$ cat src/rtl/pll_wrapper.sv
// pll_wrapper: divider-based clock generator with a lock timer.
// A free-running 4-bit divider provides clk/2..clk/16 candidates. The
// frequency select is only sampled when the divider wraps, so that every
// candidate bit is low at the switch point and no runt phase can occur.
//
// state       | meaning
// ------------+------------------------------------------------------------
// ST_LOCKING  | lock timer running after reset release; pll_clk held low
// ST_LOCKED   | lock declared; pll_clk follows the selected divider bit
module pll_wrapper #(
  parameter int LOCK_CYCLES = 256
) (
  input  logic       clk,
  input  logic       rst,
  input  logic [1:0] sel,
  output logic       pll_clk,
  output logic       pll_locked
);

  localparam int TW = (LOCK_CYCLES > 1) ? $clog2(LOCK_CYCLES + 1) : 1;

  typedef enum logic {
    ST_LOCKING = 1'b0,
    ST_LOCKED  = 1'b1
  } state_t;

  state_t        state, state_nxt;
  logic [3:0]    div_cnt, div_nxt;
  logic [1:0]    act_sel, act_sel_nxt;
  logic [TW-1:0] lock_tmr, lock_tmr_nxt;
  logic          div_wrap;
  logic          pll_clk_nxt;

  // Divider advance and wrap-aligned selection update.
  always_comb begin
    div_nxt     = div_cnt + 4'd1;
    div_wrap    = (div_cnt == 4'hF);
    act_sel_nxt = div_wrap ? sel : act_sel;
  end

  // Lock sequencing: down-counting timer, lock on terminal count.
  always_comb begin
    state_nxt    = state;
    lock_tmr_nxt = lock_tmr;
    case (state)
      ST_LOCKING: begin
        lock_tmr_nxt = lock_tmr - TW'(1);
        if (lock_tmr == TW'(1)) begin
          state_nxt = ST_LOCKED;
        end
      end
      ST_LOCKED: begin
        lock_tmr_nxt = '0;
      end
      default: begin
        state_nxt    = ST_LOCKING;
        lock_tmr_nxt = TW'(LOCK_CYCLES);
      end
    endcase
  end

  // Output clock gated by the current lock state, so the first high phase
  // starts one edge after pll_locked rises.
  always_comb begin
    pll_clk_nxt = 1'b0;
    if (state == ST_LOCKED) begin
      pll_clk_nxt = div_nxt[act_sel_nxt];
    end
  end

  // State, divider, selection and output registers.
  always_ff @(posedge clk) begin
    if (rst) begin
      state    <= ST_LOCKING;
      lock_tmr <= TW'(LOCK_CYCLES);
      div_cnt  <= 4'd0;
      act_sel  <= sel;
      pll_clk  <= 1'b0;
    end else begin
      state    <= state_nxt;
      lock_tmr <= lock_tmr_nxt;
      div_cnt  <= div_nxt;
      act_sel  <= act_sel_nxt;
      pll_clk  <= pll_clk_nxt;
    end
  end

  assign pll_locked = (state == ST_LOCKED);

endmodule

$ cat config.mk
export PLATFORM = sky130hd
export DESIGN_NAME = pll_wrapper
export DESIGN_NICKNAME = d
export VERILOG_FILES = /design/src/rtl/pll_wrapper.sv
export SDC_FILE = /design/constraint.sdc
export NUM_CORES = 1
export LEC_CHECK = 0
export CAP_MARGIN = 40
export CORE_MARGIN = 5
export CORE_UTILIZATION = 26
export CTS_CLUSTER_DIAMETER = 120
export DETAILED_ROUTE_END_ITERATION = 7
export HOLD_SLACK_MARGIN = 0.02
export PLACE_DENSITY_LB_ADDON = 0.3
export SLEW_MARGIN = 20
export SYNTH_ARGS = -nofsm -noshare
export SYNTH_HDL_FRONTEND = slang
export SYNTH_SLANG_ARGS = --single-unit
$ cat constraint.sdc
create_clock -name clk -period 2.2 [get_ports clk]
set_input_delay 0.33 -clock clk [delete_from_list [all_inputs] [get_ports clk]]
set_output_delay 0.33 -clock clk [all_outputs]
set_load 0.02 [all_outputs]
* Word-level counts from Yosys, hierarchy flattened
Cells that the tools add are included. Widths: inputs -> output; s select.
Word-level totals: register bits 17
Operators by class: muxes and demuxes 7, order comparisons 1, equal/unequal tests 2, $add $sub $neg 2, reductions and logical operators 1, bitwise gates (word level) 1
Operators by type and width (count):
- $pmux 9 s2 | 1
- $eq 9x1->1 const B | 1
- $sub 9x1->9 const B | 1
- $add 4x1->4 const B | 1
- $eq 4x4->1 const B | 1
- $mux 2 | 2
- $lt 2x3->1 const B | 1
- $mux 1 | 3
- $bmux 1 s2 | 1
- $reduce_or 2->1 | 1
- $not 1->1 | 1

* Logic depth before layout (Yosys ltp)
word-level depth 4, mapped depth 5, mapped depth without buffers 5

* Worst setup path before layout
Ideal clock, no wire load.
path kind register to register, start point register div_cnt[0], end point register pll_clk, path slack 703 ps, cell stages (with the launch flop) 6, required time 2113 ps, clock period less this slack 1497 ps, arrival 1410 ps, cells stage by stage dfxtp_1 ha_1 nand3_1 mux2i_1 or4b_1 o31ai_1
On the way: longest elaborated chain between the ends 4
RTL lines:
- from (decl) | line 28 | logic [3:0] div_cnt, div_nxt;
- from (signal assigned) | line 82 | div_cnt <= div_nxt;
- parallel branches: the longest is 2 deep, another holds $add 4x1->4
- $bmux 1 s2 * | line 67 | pll_clk_nxt = div_nxt[act_sel_nxt];
- $mux 1 (implied by the code) * | line 67
- to (signal assigned) | line 84 | pll_clk <= pll_clk_nxt;
- to (decl) | line 16 | output logic pll_clk,
Every way passes the cells marked *. The select of a mux whose other input is x is not followed. A chain may end at the register's enable or synchronous reset.

* Worst setup path after layout
start point register state, in the netlist pll_locked, end point output pll_locked
RTL lines:
- from (decl) | line 27 | state_t state, state_nxt;
- from (signal assigned) | line 80 | state <= state_nxt;
- to (decl) | line 17 | output logic pll_locked
No word-level cell between the ends.

==> impl_metrics.tcl <==
set metrics [dict create \
    cp_data_arrival_time_ns 1.32 \
    coreArea_sq_um 2730 \
    initial_utilization 0.267 \
    drive_above_1_share 0.110 \
    slew_headroom 0.741 \
    period_needed_ns 1.65 \
    crit_slowest_cell "clkdlybuf4s50_1" \
    synthTopCellsByCount "17 x dfxtp_1, 10 x nor2_1, 5 x xnor2_1" \
    grt_antenna_before_repair 0 \
    preCtsSetupSlack_ns 0.545 \
    die_h_um 63.0 \
    postSynthAreaPerCell_sq_um 9.86 \
    worst_slew_pin_slew_ns 0.385 \
    yosysUniqueCellTypes 27 \
    yosysSeqAreaShare 0.467 \
    p_comb_frac 0.260 \
    fin_nets 90 \
    vias 523 \
    clk_path_buf_depth 2 \
    synth_area_leader_cell "dfxtp_1" \
    finClkSkew_ns 0.00260 \
    cts_tree "built" \
    ys_top_cells_by_area "dfxtp_1 47%, xnor2_1 6.0%, mux2i_1 5.5%, ha_1 5.1%, nor2_1 5.1%" \
    synth.most_common_cell "dfxtp_1" \
    avgViaCountPerCell 4.63 \
    crit_fanout 5 \
    routed_wl_um 1220 \
    grt_pass1_wl_um 2140 \
    areaGrowthSynthToFinish_pct 15.8 \
    cts_resized 0 \
    synth_edf_count 0 \
    fin_setup_tns_ns 0 \
    synthFlopType "dfxtp_1" \
    fin_crit_sh 0.751 \
    nFillCells 286 \
    synth_warnings 0 \
    wire_per_inst_um 10.8 \
    critPathLaunchType "flop" \
    cts_buffers 3 \
    place_hpwl_um 890 \
    fp.dieW_um 63.0 \
    netlist_area_sq_um 729 \
    total_power_uw 801 \
    grt_max_degree 10 \
    sw_frac_of_total 0.311 \
    firstDrtPassIters 4 \
    critical_path.cell_chain "clkdlybuf4s50_1" \
    finalWeightedCongestion 0.752 \
    rows 19 \
    leakage_nw 0.334 \
    syn_inst 74 \
    synthArstFlopShare 0 \
    vdd_ir_drop_max_mv 0.479 \
    timing.fmax_mhz 605 \
    power.density_nw_per_um2 948 \
    pwr-share-seq 0.536 \
    drt-initial-drc-count 7 \
    cp_top_family "buffers and inverters" \
    slew_violations 0 \
    p_sw_uw 249 \
    io_buffer_count 5 \
    slowest_delay_ns 0.64 \
    insertion_delay_ns 0.28 \
    clock_sinks 17 \
    clkPwrFrac 0.203 \
    cap_viol_max_count 0 \
    drc_errors 0 \
    finalHoldViolations 0 \
    rsz0062_at_grt "no" \
    setup-violations-final 0 \
    required_ns 1.87 \
    fin_ws_ns 0.547 \
    diodes 0 \
    crit_buf_inv 1 \
    grt.overflow.total 0 \
    p_int_uw 552 \
    htree_levels 1 \
    cts.clk_slew.worst_paths_ns 0.10 \
    io_pins 6 \
    syn_nets 81 \
    worstSetupPathType "reg2out" \
    ys_seq_elements 17 \
    drtAntennaViolNets 0 \
    grt_use_total 0.0680 \
    endpoint_kind "output pin" \
    grt_pass1_vias 490 \
    yosysTopAreaCellShare 0.467 \
    hold_buffers 0 \
    status "complete, no violations" \
    postCtsSetupRepairBufs 0 \
    die_area_sq_um 3960 \
    worstHoldPathType "reg2reg" \
    clockRootBuffer "clkbuf_4" \
]
## through the flow
| stage | util | cells | cell area, sq um | hold slack, ns |
|---|---|---|---|---|
| after floorplan | - | 74 | 729 | 0.426 |
| after global placement | 0.299 | 109 | 818 | 0.448 |
| after detailed placement | 0.299 | 109 | 818 | 0.457 |
| after CTS | 0.309 | 113 | 845 | 0.480 |
| after global routing | 0.309 | 113 | 845 | 0.510 |
| final | 0.309 | 113 | 845 | 0.471 |
## state kept, by name, indices dropped and copies added (netlist names)
| signal | flops |
|---|---|
| act_sel | 2 |
| div_cnt | 4 |
| lock_tmr | 9 |
| pll_clk | 1 |
| pll_locked | 1 |
## cell type report
type | count | area [sq um] | share of cell area
timing repair buffer | 6 | 57.6 | 0.0681
multi-input combinational | 51 | 367 | 0.434
tap | 31 | 38.8 | 0.0459
clock buffer | 4 | 26.3 | 0.0311
inverter | 4 | 15.0 | 0.0178
sequential | 17 | 340 | 0.403
## metal layers
layer  GRT usage  wire, um
met5           0         0
met4      0.0318         9
met3      0.0360        60
met2       0.101       556
met1      0.0793       591
## final timing paths
check	slack (ns)	cells past startpoint	startpoint	to
worst min-delay path	0.47	1	div_cnt[0]	div_cnt[0]
worst max-delay path	0.55	1	pll_locked	pll_locked
worst min register to register	0.47	1	div_cnt[0]	div_cnt[0]
worst max register to register	0.56	5	div_cnt[0]	pll_clk
## logic make-up (layout without fill, tap and decap cells)
group	count (synthesis)	in the layout	synth area share
simple gates	25	25	0.190
flops	17	17	0.467
fa+ha+maj	3	3	0.0515
compound gates	11	11	0.103
buf+inv	6	14	0.0309
mux	6	6	0.0858
xor+xnor	6	6	0.0720
## power groups by stage
stage | Clock, mW | Sequential (mW) | Combinational, mW
finish | 0.163 | 0.429 | 0.209
global route | 0.187 | 0.440 | 0.237
CTS | 0.176 | 0.430 | 0.212
detailed placement | 0 | 0.437 | 0.212
global placement | 0 | 0.433 | 0.208
floorplan | 0 | 0.425 | 0.174
## layout by cell type (no fill, tap or decap)
cell             synthesis  routed
a21boi_0                 1       1
a21oi_1                  3       3
a41oi_1                  1       1
buf_4                    0       1
clkbuf_1                 2       1
clkbuf_4                 0       3
clkdlybuf4s50_1          0       5
dfxtp_1                 17      17
ha_1                     3       3
inv_1                    4       4
mux2_2                   2       2
mux2i_1                  4       4
nand2_1                  2       2
nand2b_1                 1       1
nand3_1                  3       3
nor2_1                  10      10
nor2b_1                  2       2
nor4_1                   1       1
nor4_2                   1       1
o21ai_1                  1       1
o21bai_1                 1       1
o2bb2ai_1                1       1
o31ai_1                  3       3
or2_2                    1       1
or3_1                    1       1
or4_1                    1       1
or4_4                    1       1
or4b_1                   1       1
xnor2_1                  5       5
xor2_1                   1       1
No activity file was read; power rests on OpenSTA's default activity.
